===== src/rtl/ir_queue.sv =====
// Instruction queue between fetch and decode for an LC-3b core.
// Circular buffer of {word, pc} entries. The head entry is decoded into its
// instruction fields combinationally. Outputs read as zero while the queue is empty.
module ir_queue #(
  parameter int unsigned DEPTH = 4,
  parameter int unsigned CNT_W = $clog2(DEPTH + 1)
) (
  input  logic             clk,
  input  logic             reset,
  input  logic             flush,
  input  logic             in_valid,
  output logic             in_ready,
  input  logic [15:0]      in_word,
  input  logic [15:0]      in_pc,
  output logic             out_valid,
  input  logic             out_ready,
  output logic [15:0]      out_pc,
  output logic [3:0]       opcode,
  output logic [2:0]       dest,
  output logic [2:0]       src1,
  output logic [2:0]       src2,
  output logic [5:0]       offset6,
  output logic [8:0]       offset9,
  output logic [10:0]      offset11,
  output logic [7:0]       trapvect8,
  output logic [4:0]       imm5,
  output logic [3:0]       imm4,
  output logic             imm5mux_sel,
  output logic             ir11,
  output logic             abit,
  output logic             dbit,
  output logic [CNT_W-1:0] count
);

  localparam int unsigned PtrW = $clog2(DEPTH);

  logic [31:0]      mem_q [DEPTH];
  logic [PtrW-1:0]  wr_ptr_q, wr_ptr_d;
  logic [PtrW-1:0]  rd_ptr_q, rd_ptr_d;
  logic [CNT_W-1:0] count_q, count_d;
  logic             push, pop;
  logic [31:0]      head;
  logic [15:0]      hw;

  // Handshake qualifiers; flush suppresses both transfers.
  always_comb begin
    in_ready  = (count_q < CNT_W'(DEPTH));
    out_valid = (count_q != '0);
    push      = in_valid && in_ready && !flush;
    pop       = out_valid && out_ready && !flush;
  end

  // Pointer and occupancy next-state; power-of-two depth wraps pointers naturally.
  always_comb begin
    wr_ptr_d = wr_ptr_q;
    rd_ptr_d = rd_ptr_q;
    count_d  = count_q;
    if (flush) begin
      wr_ptr_d = '0;
      rd_ptr_d = '0;
      count_d  = '0;
    end else begin
      if (push) wr_ptr_d = wr_ptr_q + PtrW'(1);
      if (pop)  rd_ptr_d = rd_ptr_q + PtrW'(1);
      unique case ({push, pop})
        2'b10:   count_d = count_q + CNT_W'(1);
        2'b01:   count_d = count_q - CNT_W'(1);
        default: count_d = count_q;
      endcase
    end
  end

  // State registers with synchronous reset taking priority over everything.
  always_ff @(posedge clk) begin
    if (reset) begin
      wr_ptr_q <= '0;
      rd_ptr_q <= '0;
      count_q  <= '0;
    end else begin
      wr_ptr_q <= wr_ptr_d;
      rd_ptr_q <= rd_ptr_d;
      count_q  <= count_d;
    end
  end

  // Storage is written only by an accepted push; contents survive pop and flush.
  always_ff @(posedge clk) begin
    if (!reset && push) begin
      mem_q[wr_ptr_q] <= {in_word, in_pc};
    end
  end

  // Head entry and its field decode, forced to zero when empty.
  always_comb begin
    head        = out_valid ? mem_q[rd_ptr_q] : '0;
    hw          = head[31:16];
    out_pc      = head[15:0];
    opcode      = hw[15:12];
    dest        = hw[11:9];
    src1        = hw[8:6];
    src2        = hw[2:0];
    offset6     = hw[5:0];
    offset9     = hw[8:0];
    offset11    = hw[10:0];
    trapvect8   = hw[7:0];
    imm5        = hw[4:0];
    imm4        = hw[3:0];
    imm5mux_sel = hw[5];
    ir11        = hw[11];
    abit        = hw[5];
    dbit        = hw[4];
    count       = count_q;
  end

endmodule


===== config.mk =====
export PLATFORM = sky130hd
export DESIGN_NAME = ir_queue
export DESIGN_NICKNAME = d
export VERILOG_FILES = /design/src/rtl/ir_queue.sv
export SDC_FILE = /design/constraint.sdc
export NUM_CORES = 1
export LEC_CHECK = 0
export BUFFER_PORTS_ARGS = -buffer_cell sky130_fd_sc_hd__buf_2
export CELL_PAD_IN_SITES_DETAIL_PLACEMENT = 1
export CELL_PAD_IN_SITES_GLOBAL_PLACEMENT = 1
export CORE_MARGIN = 2
export CORE_UTILIZATION = 35
export DETAILED_ROUTE_END_ITERATION = 6
export PLACE_DENSITY_LB_ADDON = 0.2
export SETUP_SLACK_MARGIN = 0.05
export SLEW_MARGIN = 20
export SYNTH_ARGS = -nofsm -noshare
export SYNTH_HDL_FRONTEND = slang
export SYNTH_SLANG_ARGS = --single-unit

===== constraint.sdc =====
create_clock -name clk -period 2.8 [get_ports clk]
set_input_delay 0.56 -clock clk [delete_from_list [all_inputs] [get_ports clk]]
set_output_delay 0.56 -clock clk [all_outputs]
set_load 0.05 [all_outputs]

==> results of run 1 <==
## per-stage QoR
| step | instance area [um^2] | hold WS [ns] | cells |
|---|---|---|---|
| finish | 6870 | 0.356 | 625 |
| global route | 6870 | 0.341 | 625 |
| CTS | 6870 | 0.330 | 625 |
| detailed placement | 6260 | 0.493 | 593 |
| global placement | 6260 | 0.462 | 593 |
| floorplan | 5660 | 0.459 | 300 |
## power by group
group / switching [mW] / total (mW) / internal [mW]
clock network: 0.851 / 2.25 / 1.40
logic: 0.211 / 0.294 / 0.0831
registers: 0.00745 / 2.26 / 2.26
total: 1.07 / 4.81 / 3.74
## area by class of cell
class / count / area, um^2
inverter: 8 / 30.0
fill: 1573 / 8950
clock buffer: 17 / 425
clock inverter: 15 / 173
multi-input combinational: 100 / 1210
sequential: 137 / 4030
tap: 216 / 270
timing repair buffer: 132 / 731
## per-layer routing
metal / global-route usage / up-vias
li1: - / 1290
met2: 0.225 / 104
met1: 0.179 / 1427
met3: 0.0497 / 11
met5: 0 / -
met4: 0.0507 / 2
## worst paths after layout
kind                                          startpoint                endpoint  slack (ns)
worst max-delay path                                flop               out_pc[7]        0.21
worst min-delay path                         in_word[13]  mem_q[1][29]$_DFFE_PP_        0.36
worst max register to register     count[2]$_SDFFE_PP0P_   count[2]$_SDFFE_PP0P_        0.68
worst min register to register  rd_ptr_q[1]$_SDFFE_PP0P_                    flop        0.50
## synthesized netlist by cell type, drive strengths merged
library cell / n
fa: 1
nand2: 1
nor2: 8
edfxtp: 128
inv: 8
and2: 4
o31ai: 1
clkbuf: 4
or2: 1
xnor2: 1
buf: 51
mux2i: 1
nor3: 1
dfxtp: 9
nor2b: 32
ha: 5
a21oi: 3
mux4: 32
nor3b: 2
o21ai: 2
or3: 2
xor2: 3
## registers in the layout, summed over array words and instances (netlist names), named ones only
signal and count:
count 3, mem_q 128, rd_ptr_q 2, wr_ptr_q 2
## timing repair
| item | in CTS | in global routing |
|---|---|---|
| endpoints found under the setup margin | 6 | 6 |
| gates resized for setup | 1 | 2 |
| gates cloned | 0 | 0 |
## cells by family after synthesis
family	after synthesis	share of synthesized area
XOR/XNOR	4	0.00620
flip-flops	137	0.712
buffers and inverters	63	0.0771
adder cells (fa/ha/maj)	6	0.0146
multiplexers	33	0.129
AND/OR/NAND/NOR	51	0.0545
AO/OA/AOI/OAI	6	0.00576
==> flow_summary_export.csv, run 1 <==
group,metric,value,unit
run_status,status,"completed",
synthesis,yosys_warnings,0,
min_path,hold_path_class,"in2reg",
final_layout,fin_util,0.434,
sta,rsz0062_at_grt,"no",
synthesis,synth_nets,343,
sta,postLayoutSetupSlackWorst,0.212,ns
synthesis,yosys-top-cells-area,"edfxtp_1 68%, mux4_2 13%, buf_4 5.8%",
clock_tree,cts_tree,"yes",
route,wl_per_cell,18.2,um
final_layout,syn_to_final_growth,21.7,%
final_layout,layout.nets,439,
flow_run,drv_cap,0,
die,dieArea,17200,um^2
synthesis,yosysSeqAreaShare,0.712,
worst_setup_path,worst-path-max-fanout,8,
route,drtAntennaViolNets,0,
grt,grt_pass1_wl,17.0,mm
worst_setup_path,cp_slowest_cell,"mux4_2",
final_layout,final_cell_mix,"128 x edfxtp_1, 117 x buf_2, 32 x mux4_2, 26 x nor2b_1, 17 x clkbuf_16",
grt,antenna_found_initial,1,
route,via_per_inst,4.53,
worst_setup_path,cp-start-kind,"flop",
worst_setup_path,arrival,2.03,ns
grt,grt.overflow.total,0,
route,wl_met1,5.01,mm
sta,worst_slew_pin_slew,0.398,ns
synthesis,synth.distinct_cells,25,
worst_setup_path,cp.required,2.24,ns
clock_tree,clock_sinks,137,
route,met3RoutedLength,715,um
power,p_per_area,700,nW/um^2
sta,hold_violations,0,
sta,period_share,0.924,
grt,grtUsageTotal,0.141,
die,die_x,131,um
sta,fmax,386,MHz
grt,grt_pass1_vias,2998,
worst_setup_path,crit_type,"reg2out",
placement,portBuffers,117,
die,die_h,131,um
clock_tree,cts_buffers,17,
final_layout,diodes,0,
route,route.met2.wl,5.53,mm
route,vias,2834,
clock_tree,path_clk_slew,0.06,ns
synthesis,synth-seq-cells,137,
die,initial_core_util,0.357,
clock_tree,cts.root.buffer_cell,"clkbuf_16",
clock_tree,cts_htree_levels,4,
sta,skew,0.00732,ns
power,total_power,4.81,mW
final_layout,final_common_cell,"edfxtp_1",
clock_tree,post_cts_buffers,0,
sta,setup_viol,0,
placement,place_ws,0.488,ns
placement,place_hpwl,7.34,mm
worst_setup_path,cp-end-kind,"primary output",
route,drc,0,
synthesis,yosysTopAreaCell,"edfxtp_1",
worst_setup_path,critPathMaxStageDelay,0.51,ns
worst_setup_path,path_cells,"buf_4, mux4_2, nor2b_1, buf_2",
sta,finalSetupTns,0,ns
route,drtIter0Drc,122,
sta,max_slew_margin,0.733,
synthesis,synth_top_area_share,0.681,
route,firstDrtPassIters,4,
power,ir_drop,401,uV
power,total_leakage_power,2.53,nW
die,pin_count,118,
synthesis,netlist_area,5650,um^2
die,rows,46,
clock_tree,holdBufCountCts,0,
placement,place_congestion,0.689,
route,top_layer_used,"met5",
clock_tree,clock_latency,0.42,ns
sta,drv_slew,0,
min_path,holdPathStages,1,
synthesis,avgSynthCellArea,18.8,um^2
die,core-area,15800,um^2
worst_setup_path,cp_top_family,"multiplexers",
worst_setup_path,r2r_cells,9,
worst_setup_path,cp.depth,4,
sta,period_needed,2.59,ns
worst_setup_path,path_buf_inv,2,
grt,grt_start_max_net_pins,36,
synthesis,synth_cells,300,
final_layout,drive_above_1_share,0.511,
route,wl,11.4,mm
clock_tree,clockBufferDepth,2,
Power figures use the tool's default switching activity.
==> inputs of run 2 (changes only) <==
--- a/config.mk
+++ b/config.mk
@@ -12,6 +12,7 @@
 export CORE_UTILIZATION = 35
 export DETAILED_ROUTE_END_ITERATION = 6
 export PLACE_DENSITY_LB_ADDON = 0.2
+export RECOVER_POWER = 25
 export SETUP_SLACK_MARGIN = 0.05
 export SLEW_MARGIN = 20
 export SYNTH_ARGS = -nofsm -noshare
==> constraint.sdc (replaced) <==
create_clock -name clk -period 3.3 [get_ports clk]
set_input_delay 0.66 -clock clk [delete_from_list [all_inputs] [get_ports clk]]
set_output_delay 0.66 -clock clk [all_outputs]
set_load 0.05 [all_outputs]
==> flow_summary_export.csv, run 2 (same netlist as run 1, synthesis figures left out) <==
group,metric,value,unit
clock_tree,clock_sinks,137,
power,ir_drop,375,uV
min_path,worstHoldStart,"in_word[2]",
final_layout,syn_to_final_growth,21.0,%
final_layout,layout.nets,436,
route,drtIter0Drc,160,
sta,hold_violations,0,
power,p_clk_frac,0.494,
worst_setup_path,path_cells,"buf_4, mux4_2, nor2b_1, buf_2",
placement,place_hpwl,7.48,mm
worst_setup_path,worst-path-max-fanout,18,
min_path,hold_path_end,"mem_q[3][18]$_DFFE_PP_",
flow_run,drv_cap,0,
clock_tree,clock_latency,0.41,ns
worst_setup_path,crit_type,"reg2out",
sta,skew,0.00991,ns
min_path,hold_path_class,"in2reg",
worst_setup_path,cp_slowest_cell,"mux4_2",
power,total_leakage_power,2.46,nW
run_status,status,"completed",
route,drc,0,
sta,drv_slew,0,
placement,place_congestion,0.722,
final_layout,final_cell_mix,"128 x edfxtp_1, 94 x buf_2, 32 x mux4_2, 32 x nor2b_1, 23 x clkbuf_1",
grt,grt.overflow.total,0,
worst_setup_path,r2r_slack,1.19,ns
sta,worst_slew_pin_slew,0.534,ns
die,core-area,15800,um^2
power,comb_power_share,0.057,
sta,holdWs,0.481,ns
final_layout,regMostFlops,"mem_q",
clock_tree,path_clk_slew,0.06,ns
sta,max_slew_margin,0.644,
sta,finalSetupTns,0,ns
clock_tree,post_cts_buffers,0,
clock_tree,cts_resized,0,
grt,grt_pass1_vias,3023,
route,wl_met1,4.79,mm
clock_tree,cts_buffers,17,
worst_setup_path,cp.required,2.64,ns
die,rows,46,
worst_setup_path,arrival,2.08,ns
route,wl,11.3,mm
grt,grtUsageTotal,0.140,
route,wl_per_cell,18.1,um
final_layout,final_common_cell,"edfxtp_1",
die,die_h,131,um
sta,setup_viol,0,
route,firstDrtPassIters,4,
sta,period_needed,2.74,ns
worst_setup_path,r2r-start,"count[2]$_SDFFE_PP0P_",
final_layout,multi_input_area,1200,um^2
power,seqPwrFrac,0.450,
route,vias,2842,
grt,grt_start_max_net_pins,33,
worst_setup_path,critPathMaxStageDelay,0.58,ns
worst_setup_path,cp-end-kind,"primary output",
final_layout,largest_reg_flops,128,
sta,period_share,0.829,
worst_setup_path,path_buf_inv,2,
clock_tree,cts_tree,"yes",
die,die_x,131,um
die,dieArea,17200,um^2
worst_setup_path,cp-start-kind,"flop",
power,switching_share,0.219,
min_path,holdPathStages,1,
grt,grt_pass1_wl,17.0,mm
route,route.met2.wl,5.58,mm
clock_tree,cts.root.buffer_cell,"clkbuf_16",
route,top_layer_used,"met4",
placement,portBuffers,117,
worst_setup_path,cp_top_family,"buffers and inverters",
die,pin_count,118,
die,initial_core_util,0.357,
final_layout,drive_above_1_share,0.438,
clock_tree,cts_htree_levels,4,
power,p_per_area,625,nW/um^2
sta,rsz0062_at_grt,"no",
power,p_int,3.34,mW
clock_tree,clockBufferDepth,2,
sta,fmax,366,MHz
worst_setup_path,r2r_cells,8,
grt,antenna_found_initial,0,
power,netSwitchingPower,934,uW
route,met3RoutedLength,705,um
final_layout,seq_area,4030,um^2
route,via_per_inst,4.57,
final_layout,fin_util,0.432,
route,drtAntennaViolNets,0,
clock_tree,holdBufCountCts,0,
worst_setup_path,r2r_end,"count[2]$_SDFFE_PP0P_",
final_layout,fill_cells,1592,
final_layout,diodes,0,
## run 2: metal layers
metal / global-route usage / vias up
met3: 0.0440 / 21
met5: 0 / -
met2: 0.228 / 108
li1: - / 1281
met1: 0.176 / 1432
met4: 0.0544 / 0
## run 2: worst max-delay path by stage
stage / depth (start not counted) / slack (ns) / to
2_1_floorplan: 4 / 0.26 / imm5[0]
3_3_place_gp: 5 / 0.73 / mem_q[0][18]$_DFFE_PP_
3_5_place_dp: 5 / 0.65 / mem_q[0][20]$_DFFE_PP_
4_1_cts: 4 / 0.49 / out_pc[14]
5_1_grt: 4 / 0.44 / offset11[3]
6_report: 4 / 0.56 / out_pc[3]
## run 2: area by class of cell
class,instances,share of cell area
Clock buffer,17,0.0622
Clock inverter,15,0.0346
Inverter,8,0.00439
Multi-Input combinational cell,100,0.176
Sequential cell,137,0.589
Tap cell,216,0.0395
Timing Repair Buffer,129,0.0946
## run 2: power groups by stage
stage	clock [mW]	combinational [mW]	sequential, mW
final	2.11	0.242	1.92
after global routing	2.21	0.261	1.92
after CTS	2.14	0.251	1.92
after detailed placement	0	0.250	1.96
after global placement	0	0.246	1.96
after floorplan	0	0.185	1.96
## run 2: through the flow
step	cells	total power [mW]	instance area, um^2	setup slack (ns)
2_1_floorplan	300	2.14	5650	0.257
3_3_place_gp	590	2.20	6200	0.725
3_5_place_dp	590	2.21	6200	0.653
4_1_cts	622	4.31	6860	0.492
5_1_grt	622	4.39	6840	0.437
6_report	622	4.27	6840	0.565
==> inputs of run 3 (changes only) <==
==> constraint.sdc (replaced) <==
create_clock -name clk -period 2.6 [get_ports clk]
set_input_delay 0.52 -clock clk [delete_from_list [all_inputs] [get_ports clk]]
set_output_delay 0.52 -clock clk [all_outputs]
set_load 0.05 [all_outputs]
==> flow_summary_export.csv, run 3 (same netlist as run 1, synthesis figures left out) <==
group,metric,value,unit
power,p_per_area,702,nW/um^2
worst_setup_path,r2r_slack,0.49,ns
min_path,hold_path_end,"mem_q[3][31]$_DFFE_PP_",
worst_setup_path,r2r_end,"count[2]$_SDFFE_PP0P_",
clock_tree,cts_buffers,17,
grt,antenna_found_initial,1,
route,drc,0,
worst_setup_path,cp-start-kind,"flop",
worst_setup_path,arrival,1.93,ns
final_layout,regMostFlops,"mem_q",
die,dieArea,17200,um^2
route,drtAntennaViolNets,0,
die,initial_core_util,0.357,
sta,drv_slew,0,
route,vias,2804,
worst_setup_path,r2r_cells,8,
placement,dp_cells,591,
placement,place_congestion,0.694,
die,core-area,15800,um^2
clock_tree,path_clk_slew,0.05,ns
grt,grt_pass1_vias,3019,
final_layout,final_common_cell,"edfxtp_1",
die,die_h,131,um
route,drtIter0Drc,130,
route,wl,11.0,mm
grt,grtUsageTotal,0.137,
final_layout,final_cell_mix,"128 x edfxtp_1, 94 x buf_2, 32 x mux4_2, 26 x clkbuf_1, 21 x nor2b_1",
final_layout,syn_to_final_growth,20.0,%
die,die_x,131,um
min_path,worstHoldStart,"in_word[15]",
worst_setup_path,r2r-start,"count[2]$_SDFFE_PP0P_",
sta,fmax,409,MHz
run_status,status,"completed",
clock_tree,cts_htree_levels,4,
die,rows,46,
clock_tree,clock_latency,0.41,ns
final_layout,fill_cells,1571,
sta,hold_violations,0,
power,ir_drop,481,uV
sta,period_share,0.941,
worst_setup_path,cp.required,2.08,ns
clock_tree,cts_tree,"yes",
sta,setup_viol,0,
flow_run,drv_cap,0,
die,pin_count,118,
sta,period_needed,2.45,ns
sta,worst_slew_pin_slew,0.437,ns
grt,grt_pass1_wl,16.5,mm
final_layout,drive_above_1_share,0.452,
placement,place_hpwl,6.90,mm
sta,skew,0.00931,ns
grt,grt_start_max_net_pins,33,
sta,max_slew_margin,0.706,
clock_tree,post_cts_buffers,0,
placement,portBuffers,117,
final_layout,layout.nets,437,
min_path,hold_path_class,"in2reg",
clock_tree,clockBufferDepth,2,
sta,rsz0062_at_grt,"yes",
power,total_leakage_power,2.41,nW
worst_setup_path,worst-path-max-fanout,16,
route,firstDrtPassIters,4,
clock_tree,cts.root.buffer_cell,"clkbuf_16",
power,total_power,4.76,mW
route,via_per_inst,4.51,
grt,grt.overflow.total,0,
min_path,holdPathStages,1,
worst_setup_path,cp-end-kind,"primary output",
route,wl_per_cell,17.7,um
worst_setup_path,crit_type,"reg2out",
final_layout,final_cells,622,
clock_tree,clock_sinks,137,
final_layout,largest_reg_flops,128,
## run 3: changes by cell type in the layout (fill, tap and decap cells not counted)
cell	previous run	this run
diode_2	0	1
buf_12	0	6
clkinvlp_4	2	4
inv_6	4	0
clkinv_1	0	2
bufinv_16	5	0
buf_4	12	7
clkinv_2	1	4
clkbuf_1	23	26
nor2b_2	0	11
clkinv_4	1	0
inv_8	2	0
nor2b_1	32	21
## run 3: power by group
group / internal (mW) / switching, mW / total [mW]
Sequential: 2.43 / 0.00685 / 2.44
Combinational: 0.0847 / 0.228 / 0.312
Clock: 1.19 / 0.821 / 2.01
## run 3: worst max path at each step
| stage | from | endpoint | depth (start not counted) |
|---|---|---|---|
| final | flop | offset11[5] | 4 |
| after global routing | flop | abit | 4 |
| after CTS | flop | dbit | 4 |
| after detailed placement | in_valid | count[2]$_SDFFE_PP0P_ | 10 |
| after global placement | in_valid | count[2]$_SDFFE_PP0P_ | 10 |
| after floorplan | count[2]$_SDFFE_PP0P_ | imm5[0] | 4 |
## run 3: cell type report
| cell class | count | area (um^2) | area share |
|---|---|---|---|
| clock inverters | 10 | 57.6 | 0.00849 |
| flip-flops and latches | 137 | 4030 | 0.594 |
| repair buffers | 130 | 729 | 0.108 |
| clock buffers | 20 | 437 | 0.0644 |
| diodes | 1 | 2.50 | 0.000369 |
| well taps | 216 | 270 | 0.0399 |
| multi-input cells | 100 | 1230 | 0.181 |
| inverters | 8 | 30.0 | 0.00443 |
## run 3: per-stage QoR
stage               setup TNS (ns)  hold slack, ns  setup slack [ns]  utilization  area (um^2)
floorplan                    -9.47           0.459            -0.303            -         5660
global placement                 0           0.484             0.409        0.397         6290
detailed placement               0           0.507             0.356        0.397         6290
CTS                              0           0.309            0.0542        0.429         6790
global route                     0           0.325            0.0492        0.428         6780
finish                           0           0.329             0.154        0.428         6780
## run 3: critical path: stages (launching register included)
cell,delay [ns]
dfxtp_2,0.37
buf_12,0.20
mux4_2,0.53
nor2b_1,0.19
buf_2,0.23
## run 3: timing repair
| action | 4_1_cts | 5_1_grt |
|---|---|---|
| hold buffers | 0 | 0 |
| cloned | 0 | 0 |
| endpoints found under the setup margin | 21 | 39 |
| resized for setup | 1 | 7 |
## run 3: layer usage
metal  routed length (um)  vias up  GRT usage
met5                   11        -          0
met1                 4880     1410      0.170
li1                     -     1285          -
met4                  145        2     0.0451
met2                 5200       94      0.221
met3                  741       13     0.0513
